<file path="config.mk">
export PLATFORM = sky130hd
export DESIGN_NAME = lifo_cmd_ctrl_flat
export DESIGN_NICKNAME = d
export VERILOG_FILES = /design/src/rtl/lifo_pkg.sv /design/src/rtl/lifo_cmd_ctrl_if.sv /design/src/rtl/lifo_cmd_ctrl.sv /design/src/flat_wrapper.sv
export SDC_FILE = /design/constraint.sdc
export NUM_CORES = 1
export LEC_CHECK = 0
export BUFFER_PORTS_ARGS = -buffer_cell sky130_fd_sc_hd__buf_4
export CAP_MARGIN = 40
export CORE_AREA = 2 2 65 67
export DETAILED_ROUTE_END_ITERATION = 7
export DIE_AREA = 0 0 67 69
export SYNTH_ARGS = -nofsm -noshare
export SYNTH_HDL_FRONTEND = slang
export SYNTH_SLANG_ARGS = --single-unit
</file>
<file path="constraint.sdc">
create_clock -name clk -period 1.5 [get_ports clk]
set_input_delay 0.075 -clock clk [delete_from_list [all_inputs] [get_ports clk]]
set_output_delay 0.075 -clock clk [all_outputs]
set_load 0.02 [all_outputs]
</file>
<file path="src/rtl/lifo_pkg.sv">
// Shared definitions for the LIFO stack and its command front-end:
// opcodes, controller FSM encoding and default sizes.
package lifo_pkg;

  localparam int DATA_W_DEF = 8;
  localparam int DEPTH_DEF  = 8;

  localparam logic OP_PUSH = 1'b0;
  localparam logic OP_POP  = 1'b1;

  typedef enum logic [1:0] {
    ST_IDLE  = 2'd0,
    ST_ISSUE = 2'd1,
    ST_WAIT  = 2'd2,
    ST_RSP   = 2'd3
  } state_t;

endpackage

</file>
<file path="src/rtl/lifo_cmd_ctrl_if.sv">
// Command and response valid/ready streams of the LIFO command controller.
// The master side issues commands and consumes responses.
interface lifo_cmd_ctrl_if #(
  parameter int DATA_W = 8
);

  logic              cmd_valid;
  logic              cmd_ready;
  logic              cmd_op;
  logic [DATA_W-1:0] cmd_data;
  logic              rsp_valid;
  logic              rsp_ready;
  logic [DATA_W-1:0] rsp_data;
  logic              rsp_err;

  modport master (
    output cmd_valid, cmd_op, cmd_data, rsp_ready,
    input  cmd_ready, rsp_valid, rsp_data, rsp_err
  );

  modport slave (
    input  cmd_valid, cmd_op, cmd_data, rsp_ready,
    output cmd_ready, rsp_valid, rsp_data, rsp_err
  );

endinterface

</file>
<file path="src/rtl/lifo_cmd_ctrl.sv">
// Command front-end for lifo_stack: one command in flight, one response each.
// Optional macro LIFO_CTRL_ERR_CNT_EN adds a saturating illegal-command counter (err_count).
module lifo_cmd_ctrl
  import lifo_pkg::*;
#(
  parameter int DATA_W = DATA_W_DEF,
  parameter int DEPTH  = DEPTH_DEF,
  parameter int CNT_W  = 4
`ifdef LIFO_CTRL_ERR_CNT_EN
  ,
  parameter int ERR_W  = 8
`endif
) (
  input  logic              clk,
  input  logic              reset,
  lifo_cmd_ctrl_if.slave    bus,
  output logic              stk_push,
  output logic              stk_pop,
  output logic [DATA_W-1:0] stk_data_in,
  input  logic [DATA_W-1:0] stk_data_out,
  output logic [CNT_W-1:0]  level
`ifdef LIFO_CTRL_ERR_CNT_EN
  ,
  output logic [ERR_W-1:0]  err_count
`endif
);

  state_t            state;
  state_t            next_state;
  logic              accept;
  logic              legal;
  logic              op_q;
  logic [DATA_W-1:0] data_q;
  logic [DATA_W-1:0] rsp_data_q;
  logic              rsp_err_q;
  logic              cmd_ready_c;
  logic              rsp_valid_c;

  always_ff @(posedge clk or posedge reset) begin
    if (reset) begin
      state <= ST_IDLE;
    end else begin
      state <= next_state;
    end
  end

  // The stack flags lag by a cycle, so legality is judged against our own level.
  always_comb begin
    next_state  = state;
    cmd_ready_c = 1'b0;
    rsp_valid_c = 1'b0;
    accept      = 1'b0;
    legal       = 1'b0;
    stk_push    = 1'b0;
    stk_pop     = 1'b0;
    case (state)
      ST_IDLE: begin
        cmd_ready_c = 1'b1;
        accept      = bus.cmd_valid;
        legal       = (bus.cmd_op == OP_PUSH) ? (level < CNT_W'(DEPTH))
                                              : (level != '0);
        if (accept) begin
          next_state = legal ? ST_ISSUE : ST_RSP;
        end
      end
      ST_ISSUE: begin
        stk_push   = (op_q == OP_PUSH);
        stk_pop    = (op_q == OP_POP);
        next_state = (op_q == OP_PUSH) ? ST_RSP : ST_WAIT;
      end
      ST_WAIT: begin
        next_state = ST_RSP;
      end
      ST_RSP: begin
        rsp_valid_c = 1'b1;
        if (bus.rsp_ready) begin
          next_state = ST_IDLE;
        end
      end
      default: next_state = ST_IDLE;
    endcase
  end

  // Response data is zeroed on accept and only overwritten by a pop's stack output.
  always_ff @(posedge clk or posedge reset) begin
    if (reset) begin
      op_q       <= OP_PUSH;
      data_q     <= '0;
      rsp_data_q <= '0;
      rsp_err_q  <= 1'b0;
      level      <= '0;
    end else begin
      if (accept) begin
        op_q       <= bus.cmd_op;
        data_q     <= bus.cmd_data;
        rsp_data_q <= '0;
        rsp_err_q  <= ~legal;
      end
      if (state == ST_ISSUE) begin
        level <= (op_q == OP_PUSH) ? level + CNT_W'(1) : level - CNT_W'(1);
      end
      if (state == ST_WAIT) begin
        rsp_data_q <= stk_data_out;
      end
    end
  end

`ifdef LIFO_CTRL_ERR_CNT_EN
  always_ff @(posedge clk or posedge reset) begin
    if (reset) begin
      err_count <= '0;
    end else if (accept && !legal && (err_count != '1)) begin
      err_count <= err_count + ERR_W'(1);
    end
  end
`endif

  assign stk_data_in   = data_q;
  assign bus.cmd_ready = cmd_ready_c;
  assign bus.rsp_valid = rsp_valid_c;
  assign bus.rsp_data  = rsp_data_q;
  assign bus.rsp_err   = rsp_err_q;

endmodule

</file>
<file path="src/flat_wrapper.sv">
// flat-port wrapper written by rule: the top's interface ports become plain ports
module lifo_cmd_ctrl_flat import lifo_pkg::*;
#(
  parameter int DATA_W = DATA_W_DEF,
  parameter int DEPTH  = DEPTH_DEF,
  parameter int CNT_W  = 4

)
  (clk, reset, stk_push, stk_pop, stk_data_in, stk_data_out, level, bus_cmd_valid, bus_cmd_op, bus_cmd_data, bus_rsp_ready, bus_cmd_ready, bus_rsp_valid, bus_rsp_data, bus_rsp_err);
  lifo_cmd_ctrl_if #(.DATA_W(DATA_W)) bus_i ();
  input  logic clk;
  input  logic reset;
  output logic stk_push;
  output logic stk_pop;
  output logic [DATA_W-1:0] stk_data_in;
  input  logic [DATA_W-1:0] stk_data_out;
  output logic [CNT_W-1:0] level;
  input wire logic [$bits(bus_i.cmd_valid)-1:0] bus_cmd_valid;
  input wire logic [$bits(bus_i.cmd_op)-1:0] bus_cmd_op;
  input wire logic [$bits(bus_i.cmd_data)-1:0] bus_cmd_data;
  input wire logic [$bits(bus_i.rsp_ready)-1:0] bus_rsp_ready;
  output wire logic [$bits(bus_i.cmd_ready)-1:0] bus_cmd_ready;
  output wire logic [$bits(bus_i.rsp_valid)-1:0] bus_rsp_valid;
  output wire logic [$bits(bus_i.rsp_data)-1:0] bus_rsp_data;
  output wire logic [$bits(bus_i.rsp_err)-1:0] bus_rsp_err;
  assign bus_i.cmd_valid = bus_cmd_valid;
  assign bus_i.cmd_op = bus_cmd_op;
  assign bus_i.cmd_data = bus_cmd_data;
  assign bus_i.rsp_ready = bus_rsp_ready;
  assign bus_cmd_ready = bus_i.cmd_ready;
  assign bus_rsp_valid = bus_i.rsp_valid;
  assign bus_rsp_data = bus_i.rsp_data;
  assign bus_rsp_err = bus_i.rsp_err;
  lifo_cmd_ctrl #(.DATA_W(DATA_W), .DEPTH(DEPTH), .CNT_W(CNT_W)) u_core (.clk(clk), .reset(reset), .bus(bus_i), .stk_push(stk_push), .stk_pop(stk_pop), .stk_data_in(stk_data_in), .stk_data_out(stk_data_out), .level(level));
endmodule
</file>
**After elaboration in Yosys (flattened, before gate mapping)**

Cells that the tools add are included.

- Bits in registers: 24
- Bits of input ports: 21
- Word-level logic and storage cells: 35

- Reduce and logical (&&, ||, !) cells: 4
- Muxes and demuxes: 15
- Magnitude comparators: 1
- Bitwise operators: 2
- $add $sub $neg: 2
- Equal/unequal tests: 5

Operator list:

| cell | number |
|---|---|
| $mux 8 | 2 |
| $mux 1 | 8 |
| $pmux 2 s4 | 1 |
| $mux 2 | 3 |
| $add 4x1->4 const B | 1 |
| $eq 2x2->1 const B | 2 |
| $lt 4x4->1 const B | 1 |
| $mux 4 | 1 |
| $ne 2x2->1 const B | 2 |
| $reduce_bool 4->1 | 1 |
| $sub 4x1->4 const B | 1 |
| $eq 2x1->1 const B | 1 |
| $logic_not 2->1 | 1 |
| $not 1->1 | 2 |
| $reduce_and 2->1 | 1 |
| $reduce_bool 2->1 | 1 |

**Depth between registers and ports, before layout**

Gate-level depths: netlist of run 1.

- Word-level depth: 5
- Mapped depth: 7

**Worst setup path before layout of run 1**

OpenSTA, ideal clock, no wires.

- Path kind: flip-flop to flip-flop
- From: reg u_core.state[0]
- To: reg u_core.data_q[0], in the netlist u_core.stk_data_in[0]
- Arrival: 1.424 ns
- Buffers on the path: 2
- Stages on the path, launching flop included: 7
- Required time: 1.375 ns
- Path slack: -0.049 ns
- Path through: dfrtp_1 -> inv_1 -> ha_1 -> buf_6 -> nand2_4 -> buf_6 -> mux2_4

- Word-level cells in the longest chain between the ends: 2

Ends and longest elaborated chain:

| element | RTL line | text |
|---|---|---|
| start: declaration | lifo_cmd_ctrl.sv:28 | `state_t state;` |
| start signal: assignment | lifo_cmd_ctrl.sv:43 | `state <= next_state;` |
| $logic_not 2->1 | lifo_cmd_ctrl.sv:56 | `case (state)` |
| $mux 1 | lifo_cmd_ctrl.sv:56 |  |
| end signal: assignment | lifo_cmd_ctrl.sv:95 | `data_q <= bus.cmd_data;` |
| end: declaration | lifo_cmd_ctrl.sv:33 | `logic [DATA_W-1:0] data_q;` |

No other way between the ends.
A chain may end at the register's enable or synchronous reset.

**Worst setup path in the final report of run 1**

- From: reg u_core.state[1]
- To: out stk_push

- Word-level cells in the longest chain between the ends: 2

Ends and longest elaborated chain:

| element | RTL line | text |
|---|---|---|
| $eq 2x1->1 | lifo_cmd_ctrl.sv:56 |  |
| $mux 1 | lifo_cmd_ctrl.sv:56 |  |
| end: declaration | flat_wrapper.sv:13 | `output logic stk_push;` |

No other way between the ends.

==> results of run 1 <==
## Yosys cell counts
cell type / count
dfrtp_1: 24
nand2_1: 17
inv_1: 9
o21ai_0: 9
mux2_2: 8
ha_1: 6
a21oi_1: 4
nor2_1: 3
buf_6: 2
mux2_4: 2
o31ai_1: 2
xnor2_1: 2
a21o_1: 1
a21oi_2: 1
and2_1: 1
and2b_1: 1
clkbuf_1: 1
fa_1: 1
mux2i_1: 1
nand2_4: 1
nor4_1: 1
o22ai_1: 1
o31ai_2: 1
xor2_1: 1
## cell type report
class	count	area (sq um)	share of cell area
clock buffer	4	45.0	0.0278
inverter	9	33.8	0.0208
multi-input combinational	64	499	0.308
sequential	24	604	0.372
tap	50	62.6	0.0386
timing repair buffer	50	378	0.233
## where the power goes
part | leakage (nW) | total, mW | internal [mW] | switching, mW
clock network | 0.0228 | 0.388 | 0.189 | 0.199
logic | 0.496 | 2.17 | 1.04 | 1.13
registers | 0.287 | 1.23 | 0.980 | 0.246
total | 0.806 | 3.79 | 2.21 | 1.58
## stage by stage
stage                     setup slack [ns]  instances   util  power, mW
after floorplan                     0.0132        100      -       2.59
after global placement              0.0526        194  0.390       3.27
after detailed placement           -0.0278        194  0.390       3.34
after CTS                          0.00950        199  0.407       3.76
after global routing               -0.0377        201  0.415       4.10
final                               0.0477        201  0.415       3.79
## flip-flops by register name, summed over array words and instances (netlist names)
| name | count |
|---|---|
| u_core.level | 4 |
| u_core.state | 2 |
| u_core.op_q | 1 |
| u_core.bus.rsp_data | 8 |
| u_core.stk_data_in | 8 |
| u_core.bus.rsp_err | 1 |
## routing by layer
layer  routed length, microns  share of wire  up-vias  GRT usage
li1                         -              -      432          -
met1                     1060           0.41      418      0.132
met2                     1300           0.50       32      0.218
met3                      235          0.091        0     0.0408
met4                        0              0        0     0.0204
met5                        0              0        -          0
## logic make-up after synthesis
| group | synth area share |
|---|---|
| XOR/XNOR | 0.0232 |
| buffers and inverters | 0.0530 |
| flip-flops | 0.530 |
| multiplexers | 0.115 |
| AO/OA/AOI/OAI | 0.102 |
| AND/OR/NAND/NOR | 0.0938 |
| adder cells (fa/ha/maj) | 0.0839 |
## worst register-to-register path, stage by stage (launching register included)
cell and delay (ns):
dfrtp_1 0.41, inv_1 0.10, ha_2 0.29, nand2_4 0.18
mux2_4 0.34
## worst min-delay path by stage
stage          slack, ns                endpoint
3_3_place_gp        0.14   u_core.stk_data_in[1]
5_1_grt             0.02  u_core.bus.rsp_data[1]
3_5_place_dp        0.16   u_core.stk_data_in[1]
6_report            0.02  u_core.bus.rsp_data[5]
4_1_cts             0.01  u_core.bus.rsp_data[7]
2_1_floorplan       0.09  u_core.bus.rsp_data[0]
## timing repair
item                                   4_1_cts  5_1_grt
hold buffers                                 1        0
buffers inserted                             0        2
pin swaps                                    2        3
setup endpoints to repair                    3       14
endpoints found under the hold margin       24        0
gates resized for setup                      2        3
==> results by group, run 1 <==
Hold path
  • Type of the tightest min-delay check: input pin to flop
  • Worst Hold Depth: 3
  • Hold path startpoint: stk_data_out[5]

Cells and area
  • Nets@finish: 180
  • Share of cells above drive strength 1: 0.483
  • Design area: ~0.0016 sq mm
  • Most common cell after layout, fill and taps aside: buf_4
  • Synthesis-to-layout area growth: 43.2%
  • Fillers: 392
  • Most frequent cells in the layout: 49 x buf_4, 21 x dfrtp_1, 17 x nand2_1
  • N_diodes: 0

Floorplanning
  • Die Area: 0.00462 sq mm
  • IO Count: 46
  • Starting density of the core: 0.290
  • Die H: roughly 69 microns
  • Rows: 23
  • Die Span X: 67 microns
  • Core Region: between 0.003 and 0.004 sq mm

Route
  • Drt pass-1 iters: 3
  • Vias: ~880
  • WL/cell: 12.9 microns
  • Routed Wire Length: approximately 2.6 mm
  • DR DRC count: 0
  • Vias per inst: between 4 and 5
  • Post-route ant nets: 0
  • Iter 0 DRT Violations: 13

Global routing
  • Global route overflow: 0
  • Vias in the first global route: approximately 1000
  • Antenna violations before repair: 0
  • Tot GR Track Use: 0.119
  • Pin count of the biggest net entering global routing: 25
  • First-pass GRT wire length: about 4.3 mm

STA
  • Final setup viols: 0
  • Slew HR: 0.684
  • Fin. Hold Viols: 0
  • Actual slew at the worst max-slew pin: 0.474 ns
  • Max Slew Vio Count: 0
  • RSZ-0062 raised after global routing: yes
  • Final Skew: ~0.0055 ns
  • Final hold slack: 0.0154 ns
  • Minimum clock period: 1.45 ns
  • Setup TNS: 0 ns
  • Highest clock rate: roughly 690 MHz
  • Final clock period utilization by the worst path: 0.968

Power
  • Leakage: just over 0.8 nW
  • Pwr per Cell Area: 2330 mW/mm^2
  • Peak VDD IR: ~0.99 mV

Clock network
  • Clock-pin slew on the worst setup and hold paths: approximately 0.090 ns
  • Sink Count: 24
  • CTS Buf Count: 3
  • Maximum clock insertion buffer count: 2
  • CTS tree: done
  • Clock Latency Late Sink: between 0.2 and 0.3 ns
  • H-tree depth: 1
  • CTS root buf: clkbuf_8

Synthesis
  • Synth Instances: 100
  • YS warnings: 0
  • Synth unique cells: 24
  • Synthesized area: 0.00113 sq mm
  • Syn Nets: around 130
  • Largest area contributor in the netlist: dfrtp_1
  • Sequential area share after synthesis: 0.530
  • Seq cells post-synth: 24
  • Top cells by area, synth: dfrtp_1 53%, mux2_2 7.9%, ha_1 6.6%
  • Avg Inst Size Synth: 11.3 sq um
  • Top-area cell type share of the netlist area: 0.530

Worst setup path
  • CP startpoint: u_core.state[1]
  • R2R Setup Slk: 0.06 ns
  • R2r endpoint: u_core.stk_data_in[7]
  • Worst Path Buf+Inv: 2
  • Crit path depth: 4
  • Critical path class: flop to primary output
  • Crit. End Element: primary output
  • Critical path's slowest cell: dfrtp_1
  • Top Family by Delay on Critical Path: flip-flops
  • CP Launch Type: flop
  • CP max stage delay: 0.41 ns
  • Critical path cell sequence: inv_1 > ha_2 > and2b_1 > buf_4
  • Worst setup endpoint: stk_push
  • Crit path DAT: ~1.4 ns
  • Worst r2r src: u_core.state[1]
  • Critical Path RT: approximately 1.4 ns
  • Critical path peak fanout: 6
  • Reg2Reg Depth: 4

Placed design
  • HPWL after DPL: between 1.5 and 2 mm
  • Port buffer count: 45
  • GP Congestion: 0.749
  • Cell Area, Placed: between 0.0015 and 0.002 sq mm

Flow run
  • Max-cap viol count: 0

Status
  • Run status: finished clean
(Power assumes the default switching activity.)
==> inputs of run 2 (changes only) <==
--- a/config.mk
+++ b/config.mk
@@ -10,6 +10,8 @@
 export CORE_AREA = 2 2 65 67
 export DETAILED_ROUTE_END_ITERATION = 7
 export DIE_AREA = 0 0 67 69
+export HOLD_SLACK_MARGIN = 0.02
+export PLACE_DENSITY = 0.63
 export SYNTH_ARGS = -nofsm -noshare
 export SYNTH_HDL_FRONTEND = slang
 export SYNTH_SLANG_ARGS = --single-unit
==> results by group, run 2 (synthesis results as in run 1) <==
Status
  • Run status: finished clean

Clock network
  • H-tree depth: 1
  • Maximum clock insertion buffer count: 2
  • CTS root buf: clkbuf_8
  • CTS Buf Count: 3
  • Clock-pin slew on the worst setup and hold paths: roughly 0.090 ns
  • Sink Count: 24
  • CTS tree: done
  • Clock Latency Late Sink: ~0.27 ns

STA
  • Max Slew Vio Count: 0
  • Final clock period utilization by the worst path: 0.985
  • Highest clock rate: 677 MHz
  • Final setup viols: 0
  • Fin. Hold Viols: 0
  • Final Skew: ~0.0067 ns
  • Minimum clock period: around 1.5 ns
  • Actual slew at the worst max-slew pin: between 0.5 and 0.6 ns
  • RSZ-0062 raised after global routing: yes
  • Setup TNS: 0 ns
  • Worst setup margin: about 0.022 ns
  • Slew HR: 0.665

Worst setup path
  • R2R Setup Slk: approximately 0.040 ns
  • Reg2Reg Depth: 5
  • Crit path DAT: 1.40 ns
  • Worst r2r src: u_core.op_q
  • Critical Path RT: roughly 1.4 ns
  • CP Launch Type: flop
  • Crit. End Element: primary output
  • Critical path peak fanout: 6
  • Critical path class: flop to primary output
  • R2r endpoint: u_core.level[3]

Global routing
  • Tot GR Track Use: 0.120
  • Vias in the first global route: roughly 930
  • First-pass GRT wire length: approximately 4.3 mm
  • Antenna violations before repair: 0
  • Pin count of the biggest net entering global routing: 18
  • Global route overflow: 0

Placed design
  • Port buffer count: 45
  • HPWL after DPL: about 1.9 mm
  • Cell Area, Placed: 0.00152 sq mm
  • Dpl cells: a little under 200
  • GP Congestion: roughly 0.75
  • Dpl ws: -0.00551 ns

Cells and area
  • Share of cells above drive strength 1: 0.463
  • Nets@finish: roughly 190
  • Footprint of the multi-input gates: roughly 500 sq um
  • Most frequent cells in the layout: 50 x buf_4, 21 x dfrtp_1, 17 x nand2_1
  • N_diodes: 0
  • Reg area: a little over 600 sq um
  • Most common cell after layout, fill and taps aside: buf_4
  • Fillers: between 300 and 400
  • Synthesis-to-layout area growth: 51.5%
  • Design area: between 0.0015 and 0.002 sq mm
  • Non-Filler Instances: 210

Route
  • DR DRC count: 0
  • Iter 0 DRT Violations: 17
  • WL/cell: approximately 13 microns
  • Routed Wire Length: between 2 and 3 mm
  • Drt pass-1 iters: 4
  • Post-route ant nets: 0
  • Vias: 935
  • Vias per inst: about 4.5

Power
  • Leakage: roughly 0.85 nW
  • Sw frac: 0.411
  • Pwr per Cell Area: 2270 mW/mm^2
  • Peak VDD IR: 1.12 mV
  • Clock network fraction of total power: 0.113
  • P_sw: about 1.6 mW
  • Int Pwr: between 2 and 2.5 mW
  • Sequential share of power: 0.316
  • Comb power frac: 0.572

Hold path
  • Hold path startpoint: stk_data_out[7]
  • Hold worst-path end: u_core.bus.rsp_data[7]
  • Type of the tightest min-delay check: input pin to flop
  • Worst Hold Depth: 3

Floorplanning
  • Die Span X: roughly 67 microns
  • IO Count: 46
  • Core Region: about 0.004 sq mm
  • Die H: 69 microns
  • Die Area: 0.00462 sq mm
  • Rows: 23
  • Starting density of the core: 0.290

Flow run
  • Max-cap viol count: 0
[run 2: worst max path at each step]
stage                          from                     to  slack, ns  cells past startpoint
floorplan           u_core.state[0]  u_core.stk_data_in[0]       0.01                      6
global placement    u_core.level[1]        u_core.level[3]       0.06                      5
detailed placement  u_core.state[0]        u_core.state[0]     -0.006                      6
CTS                 u_core.state[1]               stk_push       0.02                      4
global route        u_core.state[1]               stk_push      -0.06                      4
finish              u_core.state[1]               stk_push       0.02                      4
[run 2: worst max-delay path: stages, from the launching register on]
cell     delay (ns)
dfrtp_1        0.44
inv_1          0.10
ha_2           0.25
and2b_1        0.19
buf_4          0.15
[run 2: through the flow]
step                      power, mW  hold WS [ns]  utilization
after floorplan                2.59        0.0895            -
after CTS                      3.89        0.0273        0.433
after detailed placement       3.33        0.0869        0.388
after global placement         3.24        0.0775        0.388
final                          3.89        0.0278        0.439
after global routing           4.22        0.0221        0.439
[run 2: power by group through the flow]
stage / Sequential [mW] / Combinational, mW / Clock (mW)
floorplan: 1.53 / 1.06 / 0
global placement: 1.21 / 2.03 / 0
detailed placement: 1.24 / 2.09 / 0
CTS: 1.21 / 2.22 / 0.457
global route: 1.27 / 2.45 / 0.491
finish: 1.23 / 2.23 / 0.439
[run 2: cell type report]
cell class                      instances  area share
Inverter                                9      0.0197
Clock buffer                            4      0.0320
Timing Repair Buffer                   59       0.271
Tap cell                               50      0.0364
Multi-Input combinational cell         64       0.289
Sequential cell                        24       0.352
[run 2: what timing repair did]
action | CTS | global route
endpoints found under the setup margin | 5 | 15
pin swaps | 0 | 4
buffers inserted | 4 | 0
resized for setup | 2 | 2
cloned | 0 | 0
hold buffers | 8 | 1
endpoints found under the hold margin | 16 | 1
[run 2: per-layer routing]
metal / GRT usage / share of wire
met5: 0 / 0
met4: 0.0363 / 0.0079
met1: 0.145 / 0.43
met2: 0.200 / 0.48
met3: 0.0375 / 0.077
==> inputs of run 3 (changes only) <==
--- a/config.mk
+++ b/config.mk
@@ -7,9 +7,9 @@
 export LEC_CHECK = 0
 export BUFFER_PORTS_ARGS = -buffer_cell sky130_fd_sc_hd__buf_4
 export CAP_MARGIN = 40
-export CORE_AREA = 2 2 65 67
+export CORE_AREA = 2 2 68 64
 export DETAILED_ROUTE_END_ITERATION = 7
-export DIE_AREA = 0 0 67 69
+export DIE_AREA = 0 0 70 66
 export HOLD_SLACK_MARGIN = 0.02
 export PLACE_DENSITY = 0.63
 export SYNTH_ARGS = -nofsm -noshare
==> results by group, run 3 (synthesis results as in run 1) <==
Hold path
  • Type of the tightest min-delay check: input pin to flop
  • Hold path startpoint: stk_data_out[6]

Cells and area
  • Most frequent cells in the layout: 50 x buf_4, 20 x dfrtp_1, 17 x nand2_1
  • Synthesis-to-layout area growth: 50.8%
  • Nets@finish: between 150 and 200
  • Design area: 0.00171 sq mm
  • Reg area: between 600 and 700 sq um
  • Most common cell after layout, fill and taps aside: buf_4
  • Share of cells above drive strength 1: 0.494
  • Footprint of the multi-input gates: 529 sq um
  • Fillers: 380
  • N_diodes: 0

Status
  • Run status: finished clean

Clock network
  • CTS root buf: clkbuf_8
  • H-tree depth: 1
  • Clock Latency Late Sink: ~0.26 ns
  • Maximum clock insertion buffer count: 2
  • Clock-pin slew on the worst setup and hold paths: 0.08 ns
  • CTS tree: done
  • Sink Count: 24
  • CTS Buf Count: 3

Worst setup path
  • Crit. End Element: flop
  • Worst r2r src: u_core.op_q
  • CP max stage delay: between 0.3 and 0.4 ns
  • Critical path class: flop to flop
  • Critical path's slowest cell: dfrtp_2
  • Critical path cell sequence: buf_4 > inv_1 > fa_1 > xnor2_1 > mux2_2
  • R2R Setup Slk: 0.04 ns
  • CP startpoint: u_core.op_q
  • Crit path DAT: roughly 1.6 ns
  • Critical Path RT: about 1.7 ns
  • Top Family by Delay on Critical Path: flip-flops
  • Worst Path Buf+Inv: 2
  • CP Launch Type: flop
  • Critical path peak fanout: 5

Route
  • DR DRC count: 0
  • Post-route ant nets: 0
  • Vias: a little over 900
  • Vias per inst: ~4.5
  • Iter 0 DRT Violations: 9
  • WL/cell: roughly 13 microns
  • Routed Wire Length: approximately 2.6 mm
  • Drt pass-1 iters: 3

Placed design
  • HPWL after DPL: roughly 1.9 mm
  • Dpl ws: approximately 0.017 ns
  • GP Congestion: about 0.72
  • Port buffer count: 45
  • Cell Area, Placed: around 0.0015 sq mm

Power
  • Leakage: roughly 0.83 nW
  • Pwr per Cell Area: between 2000 and 2500 mW/mm^2
  • Sw frac: 0.411
  • Clock network fraction of total power: 0.108
  • P_sw: about 1.6 mW
  • Peak VDD IR: just over 0.9 mV
  • Int Pwr: 2.34 mW
  • Comb power frac: 0.584
  • Sequential share of power: 0.308

STA
  • Final setup viols: 0
  • RSZ-0062 raised after global routing: yes
  • Minimum clock period: roughly 1.5 ns
  • Highest clock rate: ~690 MHz
  • Worst setup margin: between 0.04 and 0.05 ns
  • Actual slew at the worst max-slew pin: about 0.33 ns
  • Fin. Hold Viols: 0
  • Setup TNS: 0 ns
  • Final hold slack: ~0.023 ns
  • Final clock period utilization by the worst path: 0.970
  • Max Slew Vio Count: 0
  • Slew HR: 0.780
  • Final Skew: roughly 0.0026 ns

Global routing
  • Global route overflow: 0
  • Pin count of the biggest net entering global routing: 25
  • Tot GR Track Use: 0.119
  • First-pass GRT wire length: roughly 4.3 mm
  • Antenna violations before repair: 0
  • Vias in the first global route: slightly below 1000

Floorplanning
  • Die H: roughly 66 microns
  • Rows: 22
  • Starting density of the core: 0.290
  • IO Count: 46
  • Die Area: 0.00462 sq mm
  • Die Span X: about 70 microns
  • Core Region: ~0.0039 sq mm

Flow run
  • Max-cap viol count: 0
[run 3: what timing repair did]
action	4_1_cts	5_1_grt
pin swaps	0	3
gates resized for setup	2	8
hold buffers	4	1
cloned	0	0
endpoints found under the hold margin	27	1
setup buffers	0	2
setup endpoints to repair	3	14
[run 3: cell type report]
class,instances,area share
Tap cell,48,0.0351
Sequential cell,24,0.354
Multi-Input combinational cell,64,0.310
Timing Repair Buffer,55,0.249
Inverter,9,0.0198
Clock buffer,4,0.0322
[run 3: metrics by stage]
stage | power, mW | util | instances
floorplan | 2.59 | - | 100
global placement | 3.26 | 0.392 | 193
detailed placement | 3.38 | 0.392 | 193
CTS | 3.84 | 0.419 | 201
global route | 4.31 | 0.437 | 204
finish | 3.98 | 0.437 | 204
[run 3: per-layer routing]
layer	vias up	routed length (microns)	global-route usage
li1	442	-	-
met1	452	1060	0.129
met2	25	1440	0.225
met3	2	106	0.0305
met4	0	34	0.0433
met5	-	0	0
[run 3: worst register-to-register path, cell delays in order, from the launching register on]
cell     delay [ns]
dfrtp_2        0.39
buf_4          0.13
inv_1          0.05
fa_1           0.38
xnor2_1        0.14
mux2_2         0.25
[run 3: path summary, 6_finish.rpt]
path | cells after the start | end
max in group asynchronous | 4 | u_core.op_q
hold / removal | 3 | u_core.bus.rsp_data[6]
setup / recovery | 5 | u_core.level[2]
setup reg to reg | 5 | u_core.level[2]
min in group asynchronous | 4 | u_core.stk_data_in[5]
hold reg to reg | 1 | u_core.stk_data_in[2]
[run 3: power groups by stage]
stage                     combinational, mW  clock (mW)  sequential [mW]
after floorplan                        1.06           0             1.53
after global placement                 2.07           0             1.20
after detailed placement               2.15           0             1.23
after CTS                              2.18       0.451             1.21
after global routing                   2.54       0.489             1.28
final                                  2.32       0.431             1.22
